## config.mk

```make
export PLATFORM = sky130hd
export DESIGN_NAME = scpu_sram_host_port
export DESIGN_NICKNAME = d
export VERILOG_FILES = /design/src/rtl/scpu_sram_host_port.sv
export SDC_FILE = /design/constraint.sdc
export NUM_CORES = 2
export LEC_CHECK = 0
export ABC_AREA = 1
export ABC_CLOCK_PERIOD_IN_PS = 11500
export CAP_MARGIN = 40
export CELL_PAD_IN_SITES_DETAIL_PLACEMENT = 2
export CELL_PAD_IN_SITES_GLOBAL_PLACEMENT = 2
export CORE_MARGIN = 1.5
export CORE_UTILIZATION = 30
export CTS_CLUSTER_SIZE = 10
export DETAILED_ROUTE_END_ITERATION = 10
export PLACE_DENSITY = 0.66
export SKIP_CTS_REPAIR_TIMING = 1
export SLEW_MARGIN = 0
export SYNTH_ARGS = -nofsm -noshare
export SYNTH_HDL_FRONTEND = slang
export SYNTH_SLANG_ARGS = --single-unit
```

## constraint.sdc

```tcl
create_clock -name CLK -period 11.5 [get_ports CLK]
set_input_delay 3.45 -clock CLK [delete_from_list [all_inputs] [get_ports CLK]]
set_output_delay 3.45 -clock CLK [all_outputs]
set_load 0.01 [all_outputs]
```

## src/rtl/scpu_sram_host_port.sv

```systemverilog
// Host serial access port with a 512 x 8 byte SRAM.
// A 17-bit {address, data} register is shifted in or out, or used to access the SRAM.
module scpu_sram_host_port #(
    parameter int MEMORY_DATA_WIDTH = 8,
    parameter int MEMORY_ADDR_WIDTH = 9,
    parameter int REG_BITS_WIDTH    = MEMORY_ADDR_WIDTH + MEMORY_DATA_WIDTH
) (
    input  logic       CLK,
    input  logic       RST_N,
    input  logic [1:0] CTRL_MODE,
    input  logic       CTRL_BGN,
    input  logic       LOAD_N,
    input  logic       CTRL_SI,
    output logic       CTRL_RDY,
    output logic       CTRL_SO
);

    localparam int DW    = MEMORY_DATA_WIDTH;
    localparam int AW    = MEMORY_ADDR_WIDTH;
    localparam int RW    = REG_BITS_WIDTH;
    localparam int DEPTH = 1 << AW;
    localparam int CW    = $clog2(RW);

    localparam logic [CW-1:0] CNT_LAST = CW'(RW - 1);

    localparam logic [1:0] MODE_SHIFT_IN  = 2'b00;
    localparam logic [1:0] MODE_SHIFT_OUT = 2'b10;
    localparam logic [1:0] MODE_WRITE     = 2'b11;

    typedef enum logic [2:0] {
        S_IDLE,
        S_ARM,
        S_SHIFT_IN,
        S_ACCESS,
        S_SHIFT_OUT,
        S_DONE
    } state_t;

    state_t          state_q, state_d;
    logic [1:0]      mode_q, mode_d;
    logic [RW-1:0]   reg_bits_q, reg_bits_d;
    logic [CW-1:0]   cnt_q, cnt_d;
    logic            rdy_q, rdy_d;

    logic [DW-1:0]   mem_q [DEPTH];
    logic            mem_we;
    logic [AW-1:0]   mem_addr;
    logic [DW-1:0]   mem_rdata;

    assign mem_addr  = reg_bits_q[RW-1:DW];
    assign mem_rdata = mem_q[mem_addr];

    // Next-state, register update and SRAM write-enable decode
    always_comb begin
        state_d    = state_q;
        mode_d     = mode_q;
        reg_bits_d = reg_bits_q;
        cnt_d      = cnt_q;
        mem_we     = 1'b0;
        unique case (state_q)
            S_IDLE: begin
                if (CTRL_BGN && !LOAD_N) begin
                    mode_d  = CTRL_MODE;
                    state_d = S_ARM;
                end
            end
            S_ARM: begin
                cnt_d = '0;
                if (!CTRL_BGN) begin
                    state_d = S_IDLE;
                end else if (mode_q == MODE_SHIFT_IN) begin
                    state_d = S_SHIFT_IN;
                end else if (mode_q == MODE_SHIFT_OUT) begin
                    state_d = S_SHIFT_OUT;
                end else begin
                    state_d = S_ACCESS;
                end
            end
            S_SHIFT_IN: begin
                if (!CTRL_BGN) begin
                    state_d = S_IDLE;
                end else begin
                    reg_bits_d = {CTRL_SI, reg_bits_q[RW-1:1]};
                    cnt_d      = cnt_q + 1'b1;
                    if (cnt_q == CNT_LAST) begin
                        state_d = S_DONE;
                    end
                end
            end
            S_SHIFT_OUT: begin
                if (!CTRL_BGN) begin
                    state_d = S_IDLE;
                end else begin
                    reg_bits_d = {reg_bits_q[0], reg_bits_q[RW-1:1]};
                    cnt_d      = cnt_q + 1'b1;
                    if (cnt_q == CNT_LAST) begin
                        state_d = S_DONE;
                    end
                end
            end
            S_ACCESS: begin
                if (!CTRL_BGN) begin
                    state_d = S_IDLE;
                end else begin
                    if (mode_q == MODE_WRITE) begin
                        mem_we = 1'b1;
                    end else begin
                        reg_bits_d[DW-1:0] = mem_rdata;
                    end
                    state_d = S_DONE;
                end
            end
            S_DONE: begin
                if (!CTRL_BGN) begin
                    state_d = S_IDLE;
                end
            end
            default: begin
                state_d = S_IDLE;
            end
        endcase
        rdy_d = (state_q == S_DONE) && CTRL_BGN;
    end

    // Control and shift-register state with synchronous active-low reset
    always_ff @(posedge CLK) begin
        if (!RST_N) begin
            state_q    <= S_IDLE;
            mode_q     <= '0;
            reg_bits_q <= '0;
            cnt_q      <= '0;
            rdy_q      <= 1'b0;
        end else begin
            state_q    <= state_d;
            mode_q     <= mode_d;
            reg_bits_q <= reg_bits_d;
            cnt_q      <= cnt_d;
            rdy_q      <= rdy_d;
        end
    end

    // SRAM write port; contents survive reset, writes are blocked while reset is held
    always_ff @(posedge CLK) begin
        if (mem_we && RST_N) begin
            mem_q[mem_addr] <= reg_bits_q[DW-1:0];
        end
    end

    assign CTRL_RDY = rdy_q;
    assign CTRL_SO  = (state_q == S_SHIFT_OUT) && reg_bits_q[0];

endmodule

```

==> flow_summary.json <==
{
  "status": "completed",
  "ys_ff_latch": 4133,
  "yosysSeqAreaShare_pct": 74.0,
  "wl_mm": 588,
  "area_growth_pct": 12.6,
  "endpoint": "mem_q[117][5]$_DFFE_PP_",
  "via_per_inst": 5.19,
  "drv_cap": 0,
  "vdd_ir_drop_max_mv": 0.191,
  "min_path_type": "flip-flop to flip-flop",
  "synth.net_count": 14100,
  "die_w_um": 750,
  "hold_ws_ns": 0.508,
  "pwr-share-seq_pct": 52.2,
  "io_buffer_count": 8,
  "rsz0062_at_grt": "false",
  "syn_area_per_cell_um2": 11.9,
  "cp.depth": 8,
  "antenna_found_initial": 27,
  "period_needed_ns": 6.84,
  "max_slew.worst_pin.slew_ns": 1.21,
  "ioPinCount": 9,
  "dp_hpwl_mm": 349,
  "grt_remaining_overflow": 0,
  "first_pass_iters": 7,
  "startpoint": "RST_N",
  "core_um2": 556000,
  "die_h_um": 750,
  "switching_power_mw": 7.42,
  "worst_ep_arrival_time_ns": 7.50,
  "regToRegSetupSlack_ns": 6.07,
  "final_core_util_pct": 33.9,
  "ys_types": 27,
  "clk_latency_ns": 1.06,
  "clkPwrFrac_pct": 42.1,
  "p_int_mw": 24.4,
  "dieArea_um2": 562000,
  "path_max_fanout": 21,
  "cts.sinks": 4133,
  "timing.rr.end": "reg_bits_q[4]$_SDFFE_PN0P_",
  "netlist_instances": 14100,
  "path_class": "input pin to flip-flop",
  "route.detailed.drc": 0,
  "p_per_area_nw_per_um2": 169,
  "yosysWarnings": 0,
  "cp-end-kind": "flip-flop",
  "place.gp.congestion": 0.793,
  "r2r_cells": 15,
  "switching_share_pct": 23.4,
  "root_buffer": "clkbuf_16",
  "hold_viol": 0,
  "critPathBufInv": 4,
  "htree_levels": 5,
  "power.share.combinational_pct": 5.7,
  "rows": 274,
  "relSlewSlack_pct": 19.3,
  "crit_chain": "clkdlybuf4s50_1, buf_4, inv_1, nor3_4, inv_4, nor4_4, nand2_2, nor2_1",
  "synth_top_flop_cell": "edfxtp_1",
  "start_kind": "input pin",
  "cts_tree": "built",
  "fmax_mhz": 146,
  "p_leak_nw": 64.8,
  "drive_above_1_share_pct": 5.88,
  "vias": 111000,
  "grt_usage_pct": 20.4,
  "start_util_pct": 30.1,
  "timing.setup.tns_ns": 0,
  "fin_nets": 13800,
  "slew_viol_final": 0,
  "synth-async-reset-ratio_pct": 0,
  "grt_max_degree": 202,
  "period_share_pct": 59.5,
  "syn-cell-area_um2": 167000,
  "grt_first_pass_wirelength_mm": 852,
  "drt-initial-drc-count": 9907,
  "drt-wirelength-per-cell_um": 27.5,
  "skew_ns": 0.0816,
  "synth_edf_count": 4096,
  "path_delay_family": "simple AND/OR/NAND/NOR gates",
  "cts_buffers": 466,
  "critPathSlowestCell": "nor2_1",
  "clockBufferDepth": 4,
  "crit_required_ns": 12.16,
  "critPathMaxStageDelay_ns": 0.80,
  "grt_pass1_vias": 119000,
  "cts.reportedPaths.clkPinSlew_ns": 0.06,
  "setup_viol_count_final": 0,
  "antenna_left": 0
}
synth_stat cells, types with 2 or more instances:
cell         n  area share (%)
nand2_1   4156             9.3
edfxtp_1  4096              74
nand3_1   4087              12
buf_2      554             1.7
nor2_1     534             1.2
clkbuf_1   235            0.53
buf_1      159            0.36
inv_1       45            0.10
buf_4       38            0.17
dfxtp_1     37            0.44
a21oi_1     32           0.096
o21ai_0     24           0.072
nand2_2     17           0.064
nor3_1      11           0.033
inv_2        5           0.011
nor4_4       4           0.051
nand3_2      3           0.018
nor2_2       3           0.011
a211oi_1     2          0.0090
ha_1         2           0.015
nor3_2       2           0.012
metal layers:
layer / routed length (um) / GRT usage [%]
met1: 260000 / 27.9
met2: 283000 / 34.4
met3: 27700 / 2.35
met4: 16900 / 5.64
met5: 41 / 0
logic make-up after synthesis:
group                      after synthesis  synth area share, %
and+or+nand+nor                       8820                 23.0
DFF                                   4133                 74.0
AOI/OAI and AO/OA                       59                0.181
buffers and inverters                 1038                 2.84
adders and majority gates                2               0.0150
cells in the final DEF, fill, tap and decap left out, types with 6 or more instances in the layout:
master,instances
a21oi_1,32
nor3_1,11
clkinv_16,7
inv_1,41
clkbuf_16,474
buf_8,8
dfxtp_1,22
edfxtp_1,4096
nand2_4,15
clkbuf_1,108
diode_2,7
buf_4,148
nand2_1,4141
clkinv_2,9
buf_12,40
dfxtp_4,14
clkinv_8,6
clkdlybuf4s50_1,8
nand2_2,17
o21ai_0,24
nand3_1,4087
clkinv_1,25
buf_16,36
nor2_1,532
worst min path at each step:
stage | startpoint | endpoint | slack (ns) | cells past startpoint
6_report | cnt_q[1]$_SDFFE_PN0P_ | cnt_q[1]$_SDFFE_PN0P_ | 0.51 | 2
5_1_grt | cnt_q[1]$_SDFFE_PN0P_ | cnt_q[1]$_SDFFE_PN0P_ | 0.53 | 2
4_1_cts | cnt_q[1]$_SDFFE_PN0P_ | cnt_q[1]$_SDFFE_PN0P_ | 0.52 | 2
3_5_place_dp | cnt_q[1]$_SDFFE_PN0P_ | cnt_q[1]$_SDFFE_PN0P_ | 0.49 | 2
3_3_place_gp | cnt_q[1]$_SDFFE_PN0P_ | cnt_q[1]$_SDFFE_PN0P_ | 0.49 | 2
2_1_floorplan | cnt_q[1]$_SDFFE_PN0P_ | cnt_q[1]$_SDFFE_PN0P_ | 0.46 | 2
through the flow:
stage                     setup slack, ns  power (mW)  cells  area [um2]
after floorplan                     0.953        17.9  14100      167000
after global placement               2.96        18.6  20700      174000
after detailed placement             3.60        18.7  20800      175000
after CTS                            4.69        32.1  21400      188000
after global routing                 4.58        32.6  21400      188000
final                                4.66        31.8  21400      188000
layout make-up:
class	count	area (um2)
Fill cell	58200	368000
Sequential cell	4133	124000
Multi-Input combinational cell	8881	38900
Clock buffer	586	12300
Tap cell	7452	9320
Timing Repair Buffer	245	3150
Clock inverter	56	613
Inverter	51	234
Antenna cell	7	17.5
power groups by stage:
stage | registers (mW) | logic, mW | clock network, mW
global route | 16.6 | 1.92 | 14.1
detailed placement | 16.9 | 1.81 | 0
CTS | 16.6 | 1.81 | 13.7
global placement | 16.9 | 1.73 | 0
finish | 16.6 | 1.81 | 13.4
floorplan | 17.1 | 0.854 | 0
state kept, by name, summed over array words and instances (netlist names), named ones only:
signal and count:
mem_q 4096, state_q 3, cnt_q 5, CTRL_RDY 1, reg_bits_q 17, mode_q 2
worst min-delay path, stage by stage, from the launching register on:
cell and delay (ns):
dfxtp_1 0.32, nand2_1 0.08, a21oi_1 0.06
Power figures use the tool's default switching activity.
